<file path="src/rtl/phy_pkg.sv">
// Shared definitions for the PHY transmit serializer.
// Holds the link state enumeration and the default idle/comma symbol.
package phy_pkg;

  // OFF: link down, all outputs quiet. SYNC: idle words only. ACTIVE: data accepted.
  typedef enum logic [1:0] {
    ST_OFF    = 2'd0,
    ST_SYNC   = 2'd1,
    ST_ACTIVE = 2'd2
  } phy_state_t;

  // K28.5-style comma used as the idle word on every lane.
  localparam logic [7:0] IDLE_SYM_DEFAULT = 8'hBC;

endpackage

</file>
<file path="src/rtl/phy_tx_serializer_if.sv">
// Parallel-side bus of the PHY transmit serializer.
//   data_in     : NUM_CH packed words, lane k at [k*DATA_W +: DATA_W]
//   valid_in    : per-lane word valid
//   word_strobe : one-cycle word-boundary pulse from the serializer
//   data_out    : per-lane serial bit, MSB first
//   active      : link sync complete, lanes carry data
// master = word source / observer, slave = serializer.
interface phy_tx_serializer_if #(
  parameter int NUM_CH = 2,
  parameter int DATA_W = 8
);

  logic [NUM_CH*DATA_W-1:0] data_in;
  logic [NUM_CH-1:0]        valid_in;
  logic                     word_strobe;
  logic [NUM_CH-1:0]        data_out;
  logic                     active;

  modport master (
    output data_in,
    output valid_in,
    input  word_strobe,
    input  data_out,
    input  active
  );

  modport slave (
    input  data_in,
    input  valid_in,
    output word_strobe,
    output data_out,
    output active
  );

endinterface

</file>
<file path="src/rtl/phy_tx_lane.sv">
// One serializer lane: a DATA_W shift register with clear/load/shift.
//   clk_8f  : bit-rate clock
//   reset   : asynchronous active-high reset
//   clear   : synchronous clear of the lane (link off)
//   load    : load a new word this edge
//   word    : word to load
//   bit_out : registered serial bit, MSB first
module phy_tx_lane #(
  parameter int DATA_W = 8
) (
  input  logic              clk_8f,
  input  logic              reset,
  input  logic              clear,
  input  logic              load,
  input  logic [DATA_W-1:0] word,
  output logic              bit_out
);

  // Holds the bits still to be sent; its MSB is the next bit to go out.
  logic [DATA_W-1:0] shift_reg;

  // Lane register: clear has priority, then load, otherwise shift left by one.
  always_ff @(posedge clk_8f or posedge reset) begin
    if (reset) begin
      shift_reg <= {DATA_W{1'b0}};
      bit_out   <= 1'b0;
    end else if (clear) begin
      shift_reg <= {DATA_W{1'b0}};
      bit_out   <= 1'b0;
    end else if (load) begin
      // The word's MSB goes straight to the output register so it appears
      // the cycle after the load edge; the remainder waits in shift_reg.
      bit_out   <= word[DATA_W-1];
      shift_reg <= {word[DATA_W-2:0], 1'b0};
    end else begin
      bit_out   <= shift_reg[DATA_W-1];
      shift_reg <= {shift_reg[DATA_W-2:0], 1'b0};
    end
  end

endmodule

</file>
<file path="src/rtl/phy_tx_serializer.sv">
// Multi-lane PHY transmit serializer.
// After enable, SYNC_WORDS idle words are sent on all lanes, then per-lane
// words are accepted at each word boundary and shifted out MSB first.
//   clk_8f : bit-rate clock (all logic on its rising edge)
//   reset  : asynchronous active-high reset
//   enable : transmitter enable; low forces the link off on the next edge
//   bus    : data_in / valid_in in, word_strobe / data_out / active out
module phy_tx_serializer
  import phy_pkg::*;
#(
  parameter int                NUM_CH     = 2,
  parameter int                DATA_W     = 8,
  parameter logic [DATA_W-1:0] IDLE_SYM   = DATA_W'(IDLE_SYM_DEFAULT),
  parameter int                SYNC_WORDS = 4
) (
  input  logic                 clk_8f,
  input  logic                 reset,
  input  logic                 enable,
  phy_tx_serializer_if.slave   bus
);

  localparam int BIT_W  = $clog2(DATA_W);
  localparam int SYNC_W = $clog2(SYNC_WORDS + 1);
  localparam logic [BIT_W-1:0]  BIT_LAST  = BIT_W'(DATA_W - 1);
  localparam logic [SYNC_W-1:0] SYNC_LAST = SYNC_W'(SYNC_WORDS - 1);
  localparam logic [SYNC_W-1:0] SYNC_DONE = SYNC_W'(SYNC_WORDS);

  phy_state_t        state, state_next;
  logic [BIT_W-1:0]  bit_cnt, bit_cnt_next;
  logic [SYNC_W-1:0] sync_cnt, sync_cnt_next;
  logic              active, active_next;
  logic              word_strobe;
  logic              lane_clear;
  logic              lane_load;
  logic [NUM_CH-1:0] lane_bits;

  assign word_strobe = (state != ST_OFF) && (bit_cnt == BIT_LAST);
  // Lanes are cleared on the edge that turns the link off and stay clear in OFF.
  assign lane_clear  = !enable || (state == ST_OFF);
  assign lane_load   = word_strobe && enable;

  // State, counters and the active flag.
  always_ff @(posedge clk_8f or posedge reset) begin
    if (reset) begin
      state    <= ST_OFF;
      bit_cnt  <= {BIT_W{1'b0}};
      sync_cnt <= {SYNC_W{1'b0}};
      active   <= 1'b0;
    end else begin
      state    <= state_next;
      bit_cnt  <= bit_cnt_next;
      sync_cnt <= sync_cnt_next;
      active   <= active_next;
    end
  end

  // Next-state logic: word counting in SYNC, bit counting in SYNC and ACTIVE.
  always_comb begin
    state_next    = state;
    bit_cnt_next  = bit_cnt;
    sync_cnt_next = sync_cnt;
    if (!enable) begin
      state_next    = ST_OFF;
      bit_cnt_next  = {BIT_W{1'b0}};
      sync_cnt_next = {SYNC_W{1'b0}};
    end else begin
      case (state)
        ST_OFF: begin
          state_next    = ST_SYNC;
          bit_cnt_next  = {BIT_W{1'b0}};
          sync_cnt_next = {SYNC_W{1'b0}};
        end
        ST_SYNC: begin
          if (word_strobe) begin
            bit_cnt_next = {BIT_W{1'b0}};
            // The edge performing the last idle load also enters ACTIVE; the
            // word loaded on that edge is still idle since state is SYNC.
            if (sync_cnt == SYNC_LAST) begin
              state_next    = ST_ACTIVE;
              sync_cnt_next = SYNC_DONE;
            end else begin
              sync_cnt_next = sync_cnt + SYNC_W'(1);
            end
          end else begin
            bit_cnt_next = bit_cnt + BIT_W'(1);
          end
        end
        ST_ACTIVE: begin
          if (word_strobe) begin
            bit_cnt_next = {BIT_W{1'b0}};
          end else begin
            bit_cnt_next = bit_cnt + BIT_W'(1);
          end
        end
        default: begin
          state_next    = ST_OFF;
          bit_cnt_next  = {BIT_W{1'b0}};
          sync_cnt_next = {SYNC_W{1'b0}};
        end
      endcase
    end
    active_next = (state_next == ST_ACTIVE);
  end

  for (genvar k = 0; k < NUM_CH; k++) begin : g_lane
    logic [DATA_W-1:0] lane_word;

    // Each lane independently sends its word when valid, otherwise the idle symbol.
    assign lane_word = ((state == ST_ACTIVE) && bus.valid_in[k])
                       ? bus.data_in[k*DATA_W +: DATA_W] : IDLE_SYM;

    phy_tx_lane #(
      .DATA_W (DATA_W)
    ) u_lane (
      .clk_8f  (clk_8f),
      .reset   (reset),
      .clear   (lane_clear),
      .load    (lane_load),
      .word    (lane_word),
      .bit_out (lane_bits[k])
    );
  end

  assign bus.word_strobe = word_strobe;
  assign bus.data_out    = lane_bits;
  assign bus.active      = active;

endmodule
</file>
<file path="src/flat_wrapper.sv">
// flat-port wrapper written by rule: the top's interface ports become plain ports
module phy_tx_serializer_flat import phy_pkg::*;
#(
  parameter int                NUM_CH     = 2,
  parameter int                DATA_W     = 8,
  parameter logic [DATA_W-1:0] IDLE_SYM   = DATA_W'(IDLE_SYM_DEFAULT),
  parameter int                SYNC_WORDS = 4
)
  (clk_8f, reset, enable, bus_data_in, bus_valid_in, bus_word_strobe, bus_data_out, bus_active);
  phy_tx_serializer_if #(.NUM_CH(NUM_CH), .DATA_W(DATA_W)) bus_i ();
  input  logic clk_8f;
  input  logic reset;
  input  logic enable;
  input wire logic [$bits(bus_i.data_in)-1:0] bus_data_in;
  input wire logic [$bits(bus_i.valid_in)-1:0] bus_valid_in;
  output wire logic [$bits(bus_i.word_strobe)-1:0] bus_word_strobe;
  output wire logic [$bits(bus_i.data_out)-1:0] bus_data_out;
  output wire logic [$bits(bus_i.active)-1:0] bus_active;
  assign bus_i.data_in = bus_data_in;
  assign bus_i.valid_in = bus_valid_in;
  assign bus_word_strobe = bus_i.word_strobe;
  assign bus_data_out = bus_i.data_out;
  assign bus_active = bus_i.active;
  phy_tx_serializer #(.NUM_CH(NUM_CH), .DATA_W(DATA_W), .IDLE_SYM(IDLE_SYM), .SYNC_WORDS(SYNC_WORDS)) u_core (.clk_8f(clk_8f), .reset(reset), .enable(enable), .bus(bus_i));
endmodule
</file>
<file path="config.mk">
export PLATFORM = sky130hd
export DESIGN_NAME = phy_tx_serializer_flat
export DESIGN_NICKNAME = d
export VERILOG_FILES = /design/src/rtl/phy_pkg.sv /design/src/rtl/phy_tx_serializer_if.sv /design/src/rtl/phy_tx_lane.sv /design/src/rtl/phy_tx_serializer.sv /design/src/flat_wrapper.sv
export SDC_FILE = /design/constraint.sdc
export NUM_CORES = 1
export LEC_CHECK = 0
export CORE_ASPECT_RATIO = 0.75
export CORE_MARGIN = 2
export CORE_UTILIZATION = 40
export DETAILED_ROUTE_END_ITERATION = 12
export GPL_ROUTABILITY_DRIVEN = 0
export MAX_ROUTING_LAYER = met4
export PLACE_DENSITY = 0.75
export SLEW_MARGIN = 25
export SYNTH_ARGS = -nofsm -noshare
export SYNTH_HDL_FRONTEND = slang
export SYNTH_SLANG_ARGS = --single-unit
</file>
<file path="constraint.sdc">
create_clock -name clk_8f -period 1.6 [get_ports clk_8f]
set_input_delay 0.24 -clock clk_8f [delete_from_list [all_inputs] [get_ports clk_8f]]
set_output_delay 0.24 -clock clk_8f [all_outputs]
set_load 0.05 [all_outputs]
</file>
==> impl_metrics.prom <==
# TYPE chip_impl_metric gauge
chip_impl_metric{name="vias_per_cell",unit=""} 5.206
chip_impl_info{name="cts.root.buffer_cell",value="sky130_fd_sc_hd__clkbuf_8"} 1
chip_impl_metric{name="synth.yosys.warnings",unit=""} 0
chip_impl_metric{name="grt_first_pass_wirelength",unit="um"} 4195
chip_impl_metric{name="clock_pin_slew_reported_for_the_worst_setup_and_hold_paths_after_clock_tree_synthesis",unit="ns"} 0.09
chip_impl_metric{name="largest_register_ff_count",unit=""} 14
chip_impl_metric{name="finalHoldViolations",unit=""} 0
chip_impl_info{name="endpoint_of_the_most_critical_register_to_register_path",value="u_core.state[0]"} 1
chip_impl_metric{name="clock_path_buffers",unit=""} 2
chip_impl_metric{name="final_nets",unit=""} 167
chip_impl_metric{name="overall_overflow_remaining_after_global_route",unit=""} 0
chip_impl_metric{name="cts_made_buffers",unit=""} 3
chip_impl_metric{name="design.core.area",unit="um2"} 2872
chip_impl_metric{name="pin_count",unit=""} 25
chip_impl_metric{name="layout-area-overhead-vs-synth",unit="%"} 35.73
chip_impl_metric{name="groute.usage.overall",unit="%"} 17.12
chip_impl_info{name="crit_slowest_cell",value="sky130_fd_sc_hd__dfrtp_1"} 1
chip_impl_metric{name="post_dp_hpwl",unit="um"} 1880
chip_impl_metric{name="synthesis.area_per_instance",unit="um2"} 11.49
chip_impl_metric{name="timing.max_slew.rel_slack",unit="%"} 78.52
chip_impl_metric{name="finalCritPeriodShare",unit="%"} 96.77
chip_impl_metric{name="fp.dieW",unit="um"} 66.81
chip_impl_metric{name="setup-violations-final",unit=""} 0
chip_impl_metric{name="cts_num_sinks",unit=""} 25
chip_impl_metric{name="port-buffer-count",unit=""} 24
chip_impl_info{name="cp-start-kind",value="register"} 1
chip_impl_info{name="worstSetupStartpoint",value="u_core.bit_cnt[0]"} 1
chip_impl_metric{name="initial_core_util",unit="%"} 41.22
chip_impl_metric{name="synth.ff_latch_count",unit=""} 25
chip_impl_metric{name="detail_route.first_pass.iterations",unit=""} 4
chip_impl_metric{name="antenna_found_initial",unit=""} 0
chip_impl_metric{name="row_count",unit=""} 17
chip_impl_metric{name="clk-insertion-delay-late",unit="ns"} 0.27
chip_impl_metric{name="dr_total_vias",unit=""} 911
chip_impl_metric{name="seq_area_frac_synth",unit="%"} 52.85
chip_impl_metric{name="p_per_area",unit="nW/um2"} 744.3
chip_impl_info{name="cts_tree",value="built"} 1
chip_impl_metric{name="drt-wirelength-per-cell",unit="um"} 14.79
chip_impl_metric{name="timing.final.max_slew_violations",unit=""} 0
chip_impl_info{name="worstSetupEndpointType",value="output pin"} 1
chip_impl_info{name="worstPathCellList",value="ha_2 > ha_4 > nand2b_4 > inv_1 > buf_12"} 1
chip_impl_metric{name="cts_hold_repair.buffers",unit=""} 0
chip_impl_info{name="most-common-layout-cells",value="sky130_fd_sc_hd__dfrtp_1, sky130_fd_sc_hd__clkdlybuf4s50_1, sky130_fd_sc_hd__buf_4"} 1
chip_impl_metric{name="syn-instance-count",unit=""} 103
chip_impl_metric{name="wirelength",unit="um"} 2588
chip_impl_metric{name="first_global_vias",unit=""} 903
chip_impl_metric{name="worst_ep_required_time",unit="ns"} 1.36
chip_impl_metric{name="worst_reg2reg_setup_slack",unit="ns"} 0.07
chip_impl_metric{name="clock.fmax",unit="MHz"} 645.9
chip_impl_info{name="reg_to_reg_startpoint",value="u_core.bit_cnt[0]"} 1
chip_impl_info{name="unrepaired_setup_endpoints_after_global_routing",value="no"} 1
chip_impl_metric{name="finalWorstPathRequiredPeriod",unit="ns"} 1.548
chip_impl_info{name="leading_cell_type_in_the_layout_fill_and_taps_excluded",value="sky130_fd_sc_hd__dfrtp_1"} 1
chip_impl_metric{name="drive_gt1_share",unit="%"} 30.66
chip_impl_metric{name="path_buf_inv",unit=""} 2
chip_impl_metric{name="syn_area",unit="um2"} 1184
chip_impl_metric{name="cp.arrival",unit="ns"} 1.31
chip_impl_metric{name="worst_slack",unit="ns"} 0.05176
chip_impl_metric{name="worst_r2r_path_depth",unit=""} 6
chip_impl_metric{name="maxCapViolations",unit=""} 0
chip_impl_metric{name="drt_iter0_drc",unit=""} 51
chip_impl_metric{name="max_stage_delay",unit="ns"} 0.40
chip_impl_metric{name="htree_num_levels",unit=""} 1
chip_impl_info{name="kind_of_cell_adding_the_most_delay_to_the_critical_path",value="flip-flops"} 1
chip_impl_metric{name="clock_skew",unit="ns"} 0.006626
chip_impl_metric{name="hold_slack",unit="ns"} 0.3194
chip_impl_metric{name="timing.critical_path.fanout_max",unit=""} 4
chip_impl_metric{name="route.antenna.remaining_nets",unit=""} 0
chip_impl_metric{name="insertedDiodeCount",unit=""} 0
chip_impl_metric{name="p_leak",unit="uW"} 0.0007532
chip_impl_metric{name="finalNonFillerCells",unit=""} 175
chip_impl_info{name="status",value="finished, final reports clean"} 1
chip_impl_metric{name="vdd_ir_drop_max",unit="V"} 0.0006345
chip_impl_metric{name="pre_cts_ws",unit="ns"} -0.01191
chip_impl_metric{name="drcViolationCount",unit=""} 0
chip_impl_metric{name="syn_nets",unit=""} 132
chip_impl_info{name="crit_type",value="register to output pin"} 1
chip_impl_metric{name="grt_start_max_net_pins",unit=""} 26
chip_impl_metric{name="yosys.cell_types.count",unit=""} 24
chip_impl_metric{name="placed_instances",unit=""} 167
chip_impl_metric{name="die_area",unit="um2"} 3415
chip_impl_metric{name="floorplan.die.height",unit="um"} 51.11
chip_impl_metric{name="tightest_slew",unit="ns"} 0.3222
chip_impl_info{name="hp-class",value="primary input to async pin"} 1
[what timing repair did]
item,in CTS,in global routing
setup endpoints to repair,2,13
setup buffers,2,2
gates cloned,0,0
gates resized for setup,6,3
[worst min-delay path: stages]
cell and delay (ns):
sky130_fd_sc_hd__clkdlybuf4s50_1 0.39, sky130_fd_sc_hd__inv_1 0.05, sky130_fd_sc_hd__buf_4 0.30
[cell usage after synthesis]
library cell / instances / area, um2
sky130_fd_sc_hd__a211oi_2: 1 / 12.51
sky130_fd_sc_hd__a21bo_1: 1 / 10.01
sky130_fd_sc_hd__a21oi_1: 5 / 25.02
sky130_fd_sc_hd__a31oi_1: 2 / 12.51
sky130_fd_sc_hd__and2_1: 1 / 6.260
sky130_fd_sc_hd__and3_1: 5 / 31.28
sky130_fd_sc_hd__and4bb_2: 1 / 12.51
sky130_fd_sc_hd__buf_2: 2 / 10.01
sky130_fd_sc_hd__buf_4: 3 / 22.52
sky130_fd_sc_hd__buf_6: 1 / 11.26
sky130_fd_sc_hd__dfrtp_1: 25 / 625.6
sky130_fd_sc_hd__ha_1: 8 / 100.1
sky130_fd_sc_hd__inv_1: 6 / 22.52
sky130_fd_sc_hd__inv_2: 1 / 3.750
sky130_fd_sc_hd__nand2_1: 4 / 15.01
sky130_fd_sc_hd__nand2b_1: 3 / 18.77
sky130_fd_sc_hd__nand3_1: 6 / 30.03
sky130_fd_sc_hd__nand4b_1: 1 / 8.760
sky130_fd_sc_hd__nor2_1: 9 / 33.78
sky130_fd_sc_hd__nor2_2: 1 / 6.260
sky130_fd_sc_hd__nor2b_1: 5 / 31.28
sky130_fd_sc_hd__o21ai_1: 1 / 5.000
sky130_fd_sc_hd__o221a_2: 10 / 112.6
sky130_fd_sc_hd__o32ai_2: 1 / 16.27
[cells by family after synthesis]
family | share of synthesized area, %
and+or+nand+nor | 16.39
DFF | 52.85
AOI/OAI and AO/OA | 16.38
buffers and inverters | 5.919
adders and majority gates | 8.457
[stage by stage]
step / power [uW] / util [%] / setup TNS (ns) / cell area, um2
floorplan: 729.6 / - / 0 / 1184
global placement: 812.3 / 51.90 / 0 / 1490
detailed placement: 817.3 / 51.90 / -0.01191 / 1490
CTS: 1207 / 55.25 / 0 / 1587
global route: 1253 / 55.95 / 0 / 1607
finish: 1196 / 55.95 / 0 / 1607
[worst max-delay path by stage]
stage                                           end  depth (start not counted)
3_5_place_dp   u_core.g_lane[0].u_lane.shift_reg[2]                          6
2_1_floorplan                       bus_word_strobe                          4
6_report                            bus_word_strobe                          5
3_3_place_gp   u_core.g_lane[0].u_lane.shift_reg[7]                          6
4_1_cts                             bus_word_strobe                          5
5_1_grt                             bus_word_strobe                          5
[metal layers]
| metal | up-vias | wire (um) | global-route usage, % |
|---|---|---|---|
| met5 | - | 0 | - |
| met2 | 33 | 1151 | 25.67 |
| met3 | 2 | 207 | 4.185 |
| met4 | 0 | 38 | 5.102 |
| li1 | 431 | - | - |
| met1 | 445 | 1191 | 23.22 |
[power breakdown]
group / total (uW) / switching, uW / internal (uW)
registers: 644 / 5.10 / 638
clock network: 374 / 198 / 176
logic: 178 / 78.2 / 99.7
total: 1200 / 281 / 914
[cell type report]
class / instances / area [um2]
fill: 250 / 1265
sequential: 25 / 625.6
multi-input combinational: 65 / 525.5
timing repair buffer: 36 / 332.8
tap: 38 / 47.55
clock buffer: 3 / 41.29
inverter: 7 / 26.28
clock inverter: 1 / 7.507
Power figures use the tool's default switching activity.
